==> src/rtl/peecc_pkg.sv <==
// rtl/peecc_pkg.sv - shared sizing helpers, LFSR taps, FSM states and pipeline latency for the PEECC loopback
package peecc_pkg;

  localparam logic [31:0] LFSR_TAPS = 32'h80200003;
  localparam int PIPE_LAT = 3;

  typedef enum logic [1:0] {IDLE, RUN, DRAIN, DONE} state_t;

  // Smallest p with 2^p >= data_w + p + 1.
  function automatic int calc_p(input int data_w);
    int p;
    p = 1;
    for (int i = 0; i < 8; i++)
      if ((1 << p) < data_w + p + 1) p = p + 1;
    return p;
  endfunction

  function automatic int code_w(input int data_w);
    return data_w + calc_p(data_w) + 1;
  endfunction

  function automatic bit is_data_pos(input int pos);
    return (pos > 2) && ((pos & (pos - 1)) != 0);
  endfunction

  // Payload bit index held at a non-power-of-two position: pos - 1 - ceil(log2(pos)).
  function automatic int data_idx(input int pos);
    return pos - 1 - $clog2(pos);
  endfunction

endpackage

==> src/rtl/peecc_secded_dec.sv <==
// rtl/peecc_secded_dec.sv - combinational SEC-DED syndrome, single-bit correction and error flags
module peecc_secded_dec import peecc_pkg::*; #(
  parameter int DATA_W = 16,
  localparam int P = calc_p(DATA_W),
  localparam int CODE_W = code_w(DATA_W)
) (
  input  logic [CODE_W-1:0] code,
  output logic [CODE_W-1:0] corrected,
  output logic              err_single,
  output logic              err_double
);

  logic [P-1:0] syn;
  logic         overall;

  always_comb begin
    syn = '0;
    for (int pos = 1; pos < CODE_W; pos++)
      if (code[pos]) syn = syn ^ P'(pos);
  end

  assign overall = ^code;

  always_comb begin
    corrected  = code;
    err_single = 1'b0;
    err_double = 1'b0;
    if (overall) begin
      if (syn == '0) begin
        corrected[0] = ~code[0];
        err_single   = 1'b1;
      end else if (int'(syn) < CODE_W) begin
        for (int pos = 1; pos < CODE_W; pos++)
          if (syn == P'(pos)) corrected[pos] = ~code[pos];
        err_single = 1'b1;
      end else begin
        // Syndrome points past the codeword: more than one bit is wrong.
        err_double = 1'b1;
      end
    end else if (syn != '0) begin
      err_double = 1'b1;
    end
  end

endmodule

==> src/rtl/peecc_ecc_loopback.sv <==
// rtl/peecc_ecc_loopback.sv - LFSR -> SEC-DED encode -> error channel -> decode -> compare loopback
// Optional PEECC_STATS_EN adds saturating corr_cnt/uncorr_cnt outputs.
module peecc_ecc_loopback import peecc_pkg::*; #(
  parameter int          DATA_W    = 16,
  parameter int          NUM_WORDS = 11,
  parameter logic [31:0] SEED      = 32'hACE10001,
  parameter int          CNT_W     = 16,
  localparam int         P         = calc_p(DATA_W),
  localparam int         CODE_W    = code_w(DATA_W)
) (
  input  logic                        CLK,
  input  logic                        RST,
  input  logic                        ValidIn,
  input  logic [CODE_W-1:0]           inj_mask,
  output logic [NUM_WORDS*CODE_W-1:0] registers,
  output logic                        IsEqual,
  output logic                        ValidOut,
  output logic                        err_single,
  output logic                        err_double,
  output logic [CNT_W-1:0]            mismatch_cnt,
`ifdef PEECC_STATS_EN
  output logic [CNT_W-1:0]            corr_cnt,
  output logic [CNT_W-1:0]            uncorr_cnt,
`endif
  output logic                        done
);

  state_t                      state, state_nx;
  logic [CNT_W-1:0]            word_cnt;
  logic [1:0]                  drain_cnt;
  logic                        issue;
  logic                        last_word;
  logic [31:0]                 lfsr;
  logic [DATA_W-1:0]           src_word;

  logic [CODE_W-1:0]           placed;
  logic [P-1:0]                enc_syn;
  logic [CODE_W-1:0]           enc_code;

  logic                        s1_valid, s2_valid, s3_valid;
  logic [CODE_W-1:0]           s1_code, s1_mask;
  logic [CODE_W-1:0]           s2_code, s2_clean;
  logic [CODE_W-1:0]           s3_code, s3_clean;
  logic                        s3_single, s3_double;

  logic [CODE_W-1:0]           dec_corrected;
  logic                        dec_single, dec_double;

  logic [NUM_WORDS*CODE_W-1:0] bank;
  logic                        is_equal;
  logic [CNT_W-1:0]            mism;

  assign src_word  = lfsr[DATA_W-1:0];
  assign last_word = (word_cnt == CNT_W'(NUM_WORDS - 1));

  always_ff @(posedge CLK) begin
    if (RST) state <= IDLE;
    else     state <= state_nx;
  end

  always_comb begin
    state_nx = state;
    issue    = 1'b0;
    done     = 1'b0;
    case (state)
      IDLE, RUN: begin
        if (ValidIn) begin
          issue    = 1'b1;
          state_nx = last_word ? DRAIN : RUN;
        end
      end
      DRAIN: if (drain_cnt == 2'(PIPE_LAT - 1)) state_nx = DONE;
      DONE:  done = 1'b1;
      default: state_nx = IDLE;
    endcase
  end

  always_ff @(posedge CLK) begin
    if (RST) begin
      word_cnt  <= '0;
      drain_cnt <= '0;
      lfsr      <= SEED;
    end else begin
      if (issue) begin
        word_cnt <= word_cnt + CNT_W'(1);
        lfsr     <= {1'b0, lfsr[31:1]} ^ (lfsr[0] ? LFSR_TAPS : 32'h0);
      end
      if (state == DRAIN) drain_cnt <= drain_cnt + 2'd1;
      else                drain_cnt <= '0;
    end
  end

  for (genvar g = 0; g < CODE_W; g++) begin : g_place
    if (is_data_pos(g)) begin : g_data
      assign placed[g] = src_word[data_idx(g)];
    end else begin : g_zero
      assign placed[g] = 1'b0;
    end
  end

  // Parity bits are the syndrome of the data-only word, so the full codeword's syndrome is zero.
  always_comb begin
    enc_syn = '0;
    for (int pos = 1; pos < CODE_W; pos++)
      if (placed[pos]) enc_syn = enc_syn ^ P'(pos);
  end

  always_comb begin
    enc_code = placed;
    for (int k = 0; k < P; k++) enc_code[1 << k] = enc_syn[k];
    enc_code[0] = (^placed) ^ (^enc_syn);
  end

  peecc_secded_dec #(.DATA_W(DATA_W)) u_dec (
    .code       (s2_code),
    .corrected  (dec_corrected),
    .err_single (dec_single),
    .err_double (dec_double)
  );

  // The mask travels with its word from issue; the clean codeword rides along as the compare reference.
  always_ff @(posedge CLK) begin
    if (RST) begin
      s1_valid  <= 1'b0;
      s2_valid  <= 1'b0;
      s3_valid  <= 1'b0;
      s1_code   <= '0;
      s1_mask   <= '0;
      s2_code   <= '0;
      s2_clean  <= '0;
      s3_code   <= '0;
      s3_clean  <= '0;
      s3_single <= 1'b0;
      s3_double <= 1'b0;
    end else begin
      s1_valid  <= issue;
      s1_code   <= enc_code;
      s1_mask   <= inj_mask;
      s2_valid  <= s1_valid;
      s2_code   <= s1_code ^ s1_mask;
      s2_clean  <= s1_code;
      s3_valid  <= s2_valid;
      s3_code   <= dec_corrected;
      s3_clean  <= s2_clean;
      s3_single <= dec_single;
      s3_double <= dec_double;
    end
  end

  if (NUM_WORDS > 1) begin : g_bank
    always_ff @(posedge CLK) begin
      if (RST)           bank <= '0;
      else if (s3_valid) bank <= {bank[(NUM_WORDS-1)*CODE_W-1:0], s3_code};
    end
  end else begin : g_bank_one
    always_ff @(posedge CLK) begin
      if (RST)           bank <= '0;
      else if (s3_valid) bank <= s3_code;
    end
  end

  always_ff @(posedge CLK) begin
    if (RST) begin
      is_equal <= 1'b1;
      mism     <= '0;
    end else if (s3_valid && (s3_code != s3_clean)) begin
      is_equal <= 1'b0;
      if (mism != '1) mism <= mism + CNT_W'(1);
    end
  end

`ifdef PEECC_STATS_EN
  logic [CNT_W-1:0] corr_q, uncorr_q;

  always_ff @(posedge CLK) begin
    if (RST) begin
      corr_q   <= '0;
      uncorr_q <= '0;
    end else if (s3_valid) begin
      if (s3_single && corr_q != '1)   corr_q   <= corr_q + CNT_W'(1);
      if (s3_double && uncorr_q != '1) uncorr_q <= uncorr_q + CNT_W'(1);
    end
  end

  assign corr_cnt   = corr_q;
  assign uncorr_cnt = uncorr_q;
`endif

  assign registers    = bank;
  assign IsEqual      = is_equal;
  assign mismatch_cnt = mism;
  assign ValidOut     = s3_valid;
  assign err_single   = s3_valid & s3_single;
  assign err_double   = s3_valid & s3_double;

endmodule
==> config.mk <==
export PLATFORM = sky130hd
export DESIGN_NAME = peecc_ecc_loopback
export DESIGN_NICKNAME = d
export VERILOG_FILES = /design/src/rtl/peecc_pkg.sv /design/src/rtl/peecc_secded_dec.sv /design/src/rtl/peecc_ecc_loopback.sv
export SDC_FILE = /design/constraint.sdc
export NUM_CORES = 1
export LEC_CHECK = 0
export ABC_AREA = 1
export ABC_CLOCK_PERIOD_IN_PS = 1600
export CAP_MARGIN = 20
export CELL_PAD_IN_SITES_DETAIL_PLACEMENT = 0
export CELL_PAD_IN_SITES_GLOBAL_PLACEMENT = 1
export CORE_UTILIZATION = 41
export CTS_CLUSTER_SIZE = 10
export DETAILED_ROUTE_END_ITERATION = 10
export DONT_BUFFER_PORTS = 1
export PLACE_DENSITY_LB_ADDON = 0.1
export SYNTH_ARGS = -nofsm -noshare
export SYNTH_HDL_FRONTEND = slang
export SYNTH_SLANG_ARGS = --single-unit
export TNS_END_PERCENT = 10
==> constraint.sdc <==
create_clock -name CLK -period 1.6 [get_ports CLK]
set_input_delay 0.32 -clock CLK [delete_from_list [all_inputs] [get_ports CLK]]
set_output_delay 0.32 -clock CLK [all_outputs]
set_load 0.05 [all_outputs]
Word-level counts from Yosys, hierarchy flattened
Cells that the tools add are included.
{"block": "classes", "reduce_logical": 13, "order_cmp": 1, "n_mux": 76, "bitwise_logic": 64, "eq_ne": 30, "n_addsub": 3}
{"operator": "$mux 4", "n": 15}
{"operator": "$mux 5", "n": 11}
{"operator": "$reduce_xor 22->1", "n": 2}
{"operator": "$mux 21", "n": 2}
{"operator": "$eq 5x4->1 const B", "n": 8}
{"operator": "$not 3->3", "n": 12}
{"operator": "$not 2->2", "n": 17}
{"operator": "$add 16x1->16 const B", "n": 2}
{"operator": "$mux 1", "n": 32}
{"operator": "$mux 32", "n": 1}
{"operator": "$xor 31x32->32", "n": 1}
{"operator": "$eq 5x5->1 const B", "n": 6}
{"operator": "$not 1->1", "n": 24}
{"operator": "$mux 22", "n": 1}
{"operator": "$ne 22x22->1", "n": 1}
{"operator": "$xor 22x22->22", "n": 1}
{"operator": "$mux 3", "n": 7}
{"operator": "$eq 5x3->1 const B", "n": 4}
{"operator": "$eq 16x4->1 const B", "n": 1}
{"operator": "$ne 16x16->1 const B", "n": 1}
{"operator": "$mux 2", "n": 6}
{"operator": "$eq 5x2->1 const B", "n": 2}
{"operator": "$not 4->4", "n": 2}
{"operator": "$eq 2x2->1 const B", "n": 3}
{"operator": "other kinds (18)", "n": 25}
{"block": "totals", "ff_bits": 448}

Longest topological paths before layout
{"block": "depth", "depth_word": 42, "depth_mapped": 17, "ltp_nobuf": 17}

Hierarchy
Synthesis repeated with hierarchy kept, for this count alone.
{"block": "unflattened", "hier_cells": 2284, "area_unflattened_um2": 17281.6}
{"module": "peecc_ecc_loopback", "n_inst": 1, "area_per_inst_um2": 15930.3, "cells_per_inst": 2019}
{"module": "peecc_secded_dec", "n_inst": 1, "area_per_inst_um2": 1351.3, "cells_per_inst": 265}

Least setup slack after synthesis
OpenSTA, ideal clock, no wires.
{"block": "synth_path", "path_kind": "reg2reg", "startpoint": "register mism[0], in the netlist mismatch_cnt[0]", "endpoint": "register mism[6], in the netlist mismatch_cnt[6]", "period_less_slack_ns": 2.149, "required_time_ns": 1.530, "arrival_time_ns": 2.078, "path_stages_with_launch": 11, "setup_time_ns": 0.070, "slack_ns": -0.549, "path_buffers": 1, "path_cell_list": "dfxtp_1 > ha_1 > inv_1 > nor4_4 > nand2_1 > nor3_2 > nand2_2 > nand3_2 > buf_6 > nand2_1 > a21oi_1"}
{"block": "synth_between", "elab_chain_len": 2, "word_cells_on_any_way": 3}
{"item": "start: declaration", "line_no": "peecc_ecc_loopback.sv:51", "rtl": "logic [CNT_W-1:0] mism;"}
{"item": "start signal: assignment", "line_no": "peecc_ecc_loopback.sv:168", "rtl": "if (mism != '1) mism <= mism + CNT_W'(1);"}
{"item": "parallel branches: the longest is 2 deep, another holds $add 16x1->16"}
Several ways; the timed one is not identified.
A chain may end at the register's enable or synchronous reset.

Worst setup path in the final report
{"block": "layout_path", "startpoint": "register s2_code[15]", "endpoint": "register s3_code[9]"}
{"block": "layout_between", "elab_chain_len": 15, "word_cells_on_any_way": 20}
{"item": "start: declaration", "line_no": "peecc_ecc_loopback.sv:42", "rtl": "logic [CODE_W-1:0] s2_code, s2_clean;"}
{"item": "start signal: assignment", "line_no": "peecc_ecc_loopback.sv:140", "rtl": "s2_code <= s1_code ^ s1_mask;"}
{"item": "parallel branches: the longest is 14 deep, another holds $lt 5x5->1"}
{"item": "$mux 22 (*)", "line_no": "peecc_secded_dec.sv:28", "rtl": "if (overall) begin"}
{"item": "end signal: assignment", "line_no": "peecc_ecc_loopback.sv:143", "rtl": "s3_code <= dec_corrected;"}
{"item": "end: declaration", "line_no": "peecc_ecc_loopback.sv:43", "rtl": "logic [CODE_W-1:0] s3_code, s3_clean;"}
Every way passes the cells marked *.

==> impl_metrics.env <==
export IMPL_status="complete, but fails checks"
export IMPL_violations="negative setup slack"
export IMPL_p_int_mw=19.8
export IMPL_drc_errors=0
export IMPL_wl_met2_um=23600
export IMPL_peakVddDrop_mv=0.788
export IMPL_finalSetupViolCount=35
export IMPL_io_pin_count=288
export IMPL_io_buffers=0
export IMPL_setup_ws_ns=-0.230
export IMPL_num_nets_final=2516
export IMPL_p_comb_frac=0.177
export IMPL_synth_nets=2291
export IMPL_root_buffer="clkbuf_16"
export IMPL_drt_met1_wl_um=22100
export IMPL_fin_worst_skew_ns=0.0187
export IMPL_cp_start_kind="flop"
export IMPL_die_area_um2=42500
export IMPL_place_congestion=0.852
export IMPL_num_vias=14882
export IMPL_worstSetupEndpointType="flop"
export IMPL_ys_seq_area_frac=0.525
export IMPL_worstPathArrival_ns=2.28
export IMPL_yosys_area_top_type="dfxtp_1"
export IMPL_antenna_left=0
export IMPL_die_y_um=206
export IMPL_synth_area_leaders="dfxtp_1 (53%), nor2_1 (14%), o21ai_0 (7.8%), nand2_1 (6.4%), inv_1 (3.8%)"
export IMPL_leakage_nw=10.4
export IMPL_worst_ep_required_time_ns=2.05
export IMPL_grt_pass1_vias=14184
export IMPL_dr_max_layer_used="met4"
export IMPL_cts_clk_slew_worst_paths_ns=0.05
export IMPL_min_period_ns=1.83
export IMPL_row_count=74
export IMPL_gr_total_overflow=0
export IMPL_hold_viol_final=0
export IMPL_grt_setup_unrepaired="true"
export IMPL_power_density_nw_per_um2=1240
export IMPL_fp_dieW_um=206
export IMPL_worstPathMaxFanout=6
export IMPL_hold_path_class="in2reg"
export IMPL_yosysWarnings=0
export IMPL_p_clk_frac=0.361
export IMPL_final_area_um2=22600
export IMPL_synth_seq_cells=448
export IMPL_synth_edf_count=0
export IMPL_initialDrtViolationCount=834
export IMPL_grt_pass1_wl_um=77900
export IMPL_power_frac_seq=0.462
export IMPL_wl_um=50800
export IMPL_grtUsageTotal=0.232
export IMPL_core_area_um2=40900
export IMPL_power_switching_mw=8.21
export IMPL_via_per_inst=4.91
export IMPL_post_drt_wl_per_cell_um=16.7
export IMPL_cts_sinks=448
export IMPL_grt_max_degree=80
export IMPL_syn_area_um2=17100
export IMPL_final_common_cell="nor2_1"
export IMPL_synthCells=2262
export IMPL_max_cap_violations=0
export IMPL_wl_met3_um=3820
export IMPL_netlist_cell_type_count=38
export IMPL_drive_above_1_share=0.278
export IMPL_htreeDepth=2
export IMPL_period_share=1.14
export IMPL_tritoncts="built"
export IMPL_clk_latency_ns=0.59
export IMPL_max_freq_mhz=546
export IMPL_final_cell_mix="nor2_1 (624), o21ai_0 (260), nand2_1 (219)"
export IMPL_placed_cell_area_um2=18700
export IMPL_worstSetupPathType="reg2reg"
export IMPL_sw_frac_of_total=0.293
export IMPL_place_ws_ns=-0.321
export IMPL_slew_headroom=0.638
export IMPL_fill_cells=3924
export IMPL_start_util=0.417
export IMPL_cts_inserted_buffers=51
export IMPL_synth_async_reset_ratio=0
export IMPL_antenna_found_initial=0
export IMPL_clock_path_buffers=3
export IMPL_dp_hpwl_um=34700
export IMPL_first_pass_iters=5
export IMPL_antennaDiodeCount=0
export IMPL_synth_main_ff_cell="dfxtp_1"
export IMPL_yosys_area_top_type_share=0.525
export IMPL_worst_pin_slew_ns=0.543
export IMPL_finalMaxSlewViolations=0
export IMPL_area_growth_pct=32.0
export IMPL_syn_area_per_cell_um2=7.55
## cell families after synthesis
| family | count (synthesis) | synth area share |
|---|---|---|
| AO/OA/AOI/OAI | 350 | 0.106 |
| XOR/XNOR | 80 | 0.0419 |
| adder cells (fa/ha/maj) | 4 | 0.00293 |
| buffers and inverters | 306 | 0.0687 |
| flip-flops | 448 | 0.525 |
| AND/OR/NAND/NOR | 1074 | 0.255 |
## critical path, stage by stage (launching register included)
cell and delay (ns):
dfxtp_4 0.37, buf_6 0.13, xnor2_4 0.18, nand2_2 0.09, nand2_2 0.07, nand2_2 0.06, nand2_1 0.07, nand2_2 0.07
nand2_4 0.13, buf_12 0.12, nand2_4 0.06, buf_6 0.13, nor3_4 0.16, nor3_2 0.07
## sequential cells by signal, indices dropped and copies added, names as in the netlist
name	count
ValidOut	1
lfsr	32
s2_clean	22
word_cnt	16
s3_clean	22
state	2
s3_single	1
s3_code	22
s2_valid	1
s1_code	22
registers	242
s2_code	22
s1_valid	1
s1_mask	22
s3_double	1
mismatch_cnt	16
IsEqual	1
drain_cnt	2
## power groups by stage
stage / Clock (mW) / Combinational [mW] / Sequential (mW)
finish: 10.1 / 4.96 / 12.9
floorplan: 0 / 2.32 / 13.0
detailed placement: 0 / 3.59 / 13.1
CTS: 10.4 / 4.54 / 12.9
global route: 10.8 / 5.44 / 13.0
global placement: 0 / 3.55 / 13.1
## what timing repair did
| item | CTS | global route |
|---|---|---|
| hold endpoints to repair | 158 | 0 |
| setup endpoints to repair | 234 | 84 |
| cloned | 2 | 0 |
| buffers inserted | 22 | 6 |
| gates resized for setup | 355 | 120 |
| pin swaps | 72 | 41 |
| hold buffers | 93 | 0 |
## cell type report
type,instances,area [um2],area share
inverter,191,758,0.0336
clock inverter,3,30.0,0.00133
multi-input combinational,1509,7750,0.344
timing repair buffer,286,2700,0.120
sequential,448,9300,0.413
tap,532,666,0.0295
clock buffer,63,1340,0.0595
## layer usage
metal,up-vias,track usage
li1,7555,-
met5,-,0
met3,70,0.0670
met2,347,0.381
met4,0,0.0662
met1,6910,0.294
## worst paths after layout
| path | start | endpoint | slack (ns) | cells past startpoint |
|---|---|---|---|---|
| worst max-delay path | s2_code[15]$_SDFF_PP0_ | s3_code[9]$_SDFF_PP0_ | -0.23 | 13 |
| worst min-delay path | RST | lfsr[1]$_SDFFE_PP0P_ | 0.09 | 3 |
| worst max register to register | s2_code[15]$_SDFF_PP0_ | s3_code[9]$_SDFF_PP0_ | -0.23 | 13 |
| worst min register to register | s2_clean[19]$_SDFF_PP0_ | s3_clean[19]$_SDFF_PP0_ | 0.41 | 2 |
## stage by stage
step	total power, mW	std cells	TNS [ns]	hold WS (ns)	util
6_report	28.0	3032	-4.25	0.0871	0.551
3_3_place_gp	16.6	2843	-9.16	0.394	0.458
4_1_cts	27.8	3026	-4.00	0.000999	0.539
5_1_grt	29.3	3032	-10.91	0.0771	0.551
2_1_floorplan	15.3	2262	-2.27	0.381	-
3_5_place_dp	16.7	2843	-10.90	0.395	0.458
## cell usage after synthesis, drive strengths merged (13+ instances only)
master / number
dfxtp: 448
a2bb2oi: 13
inv: 189
o21ai: 269
nand4: 29
nand3: 49
nand2: 306
a21oi: 63
clkbuf: 100
xor2: 32
nor2: 648
nor3: 25
xnor2: 48
buf: 15
Note: power is estimated with default switching activity, not from simulation.
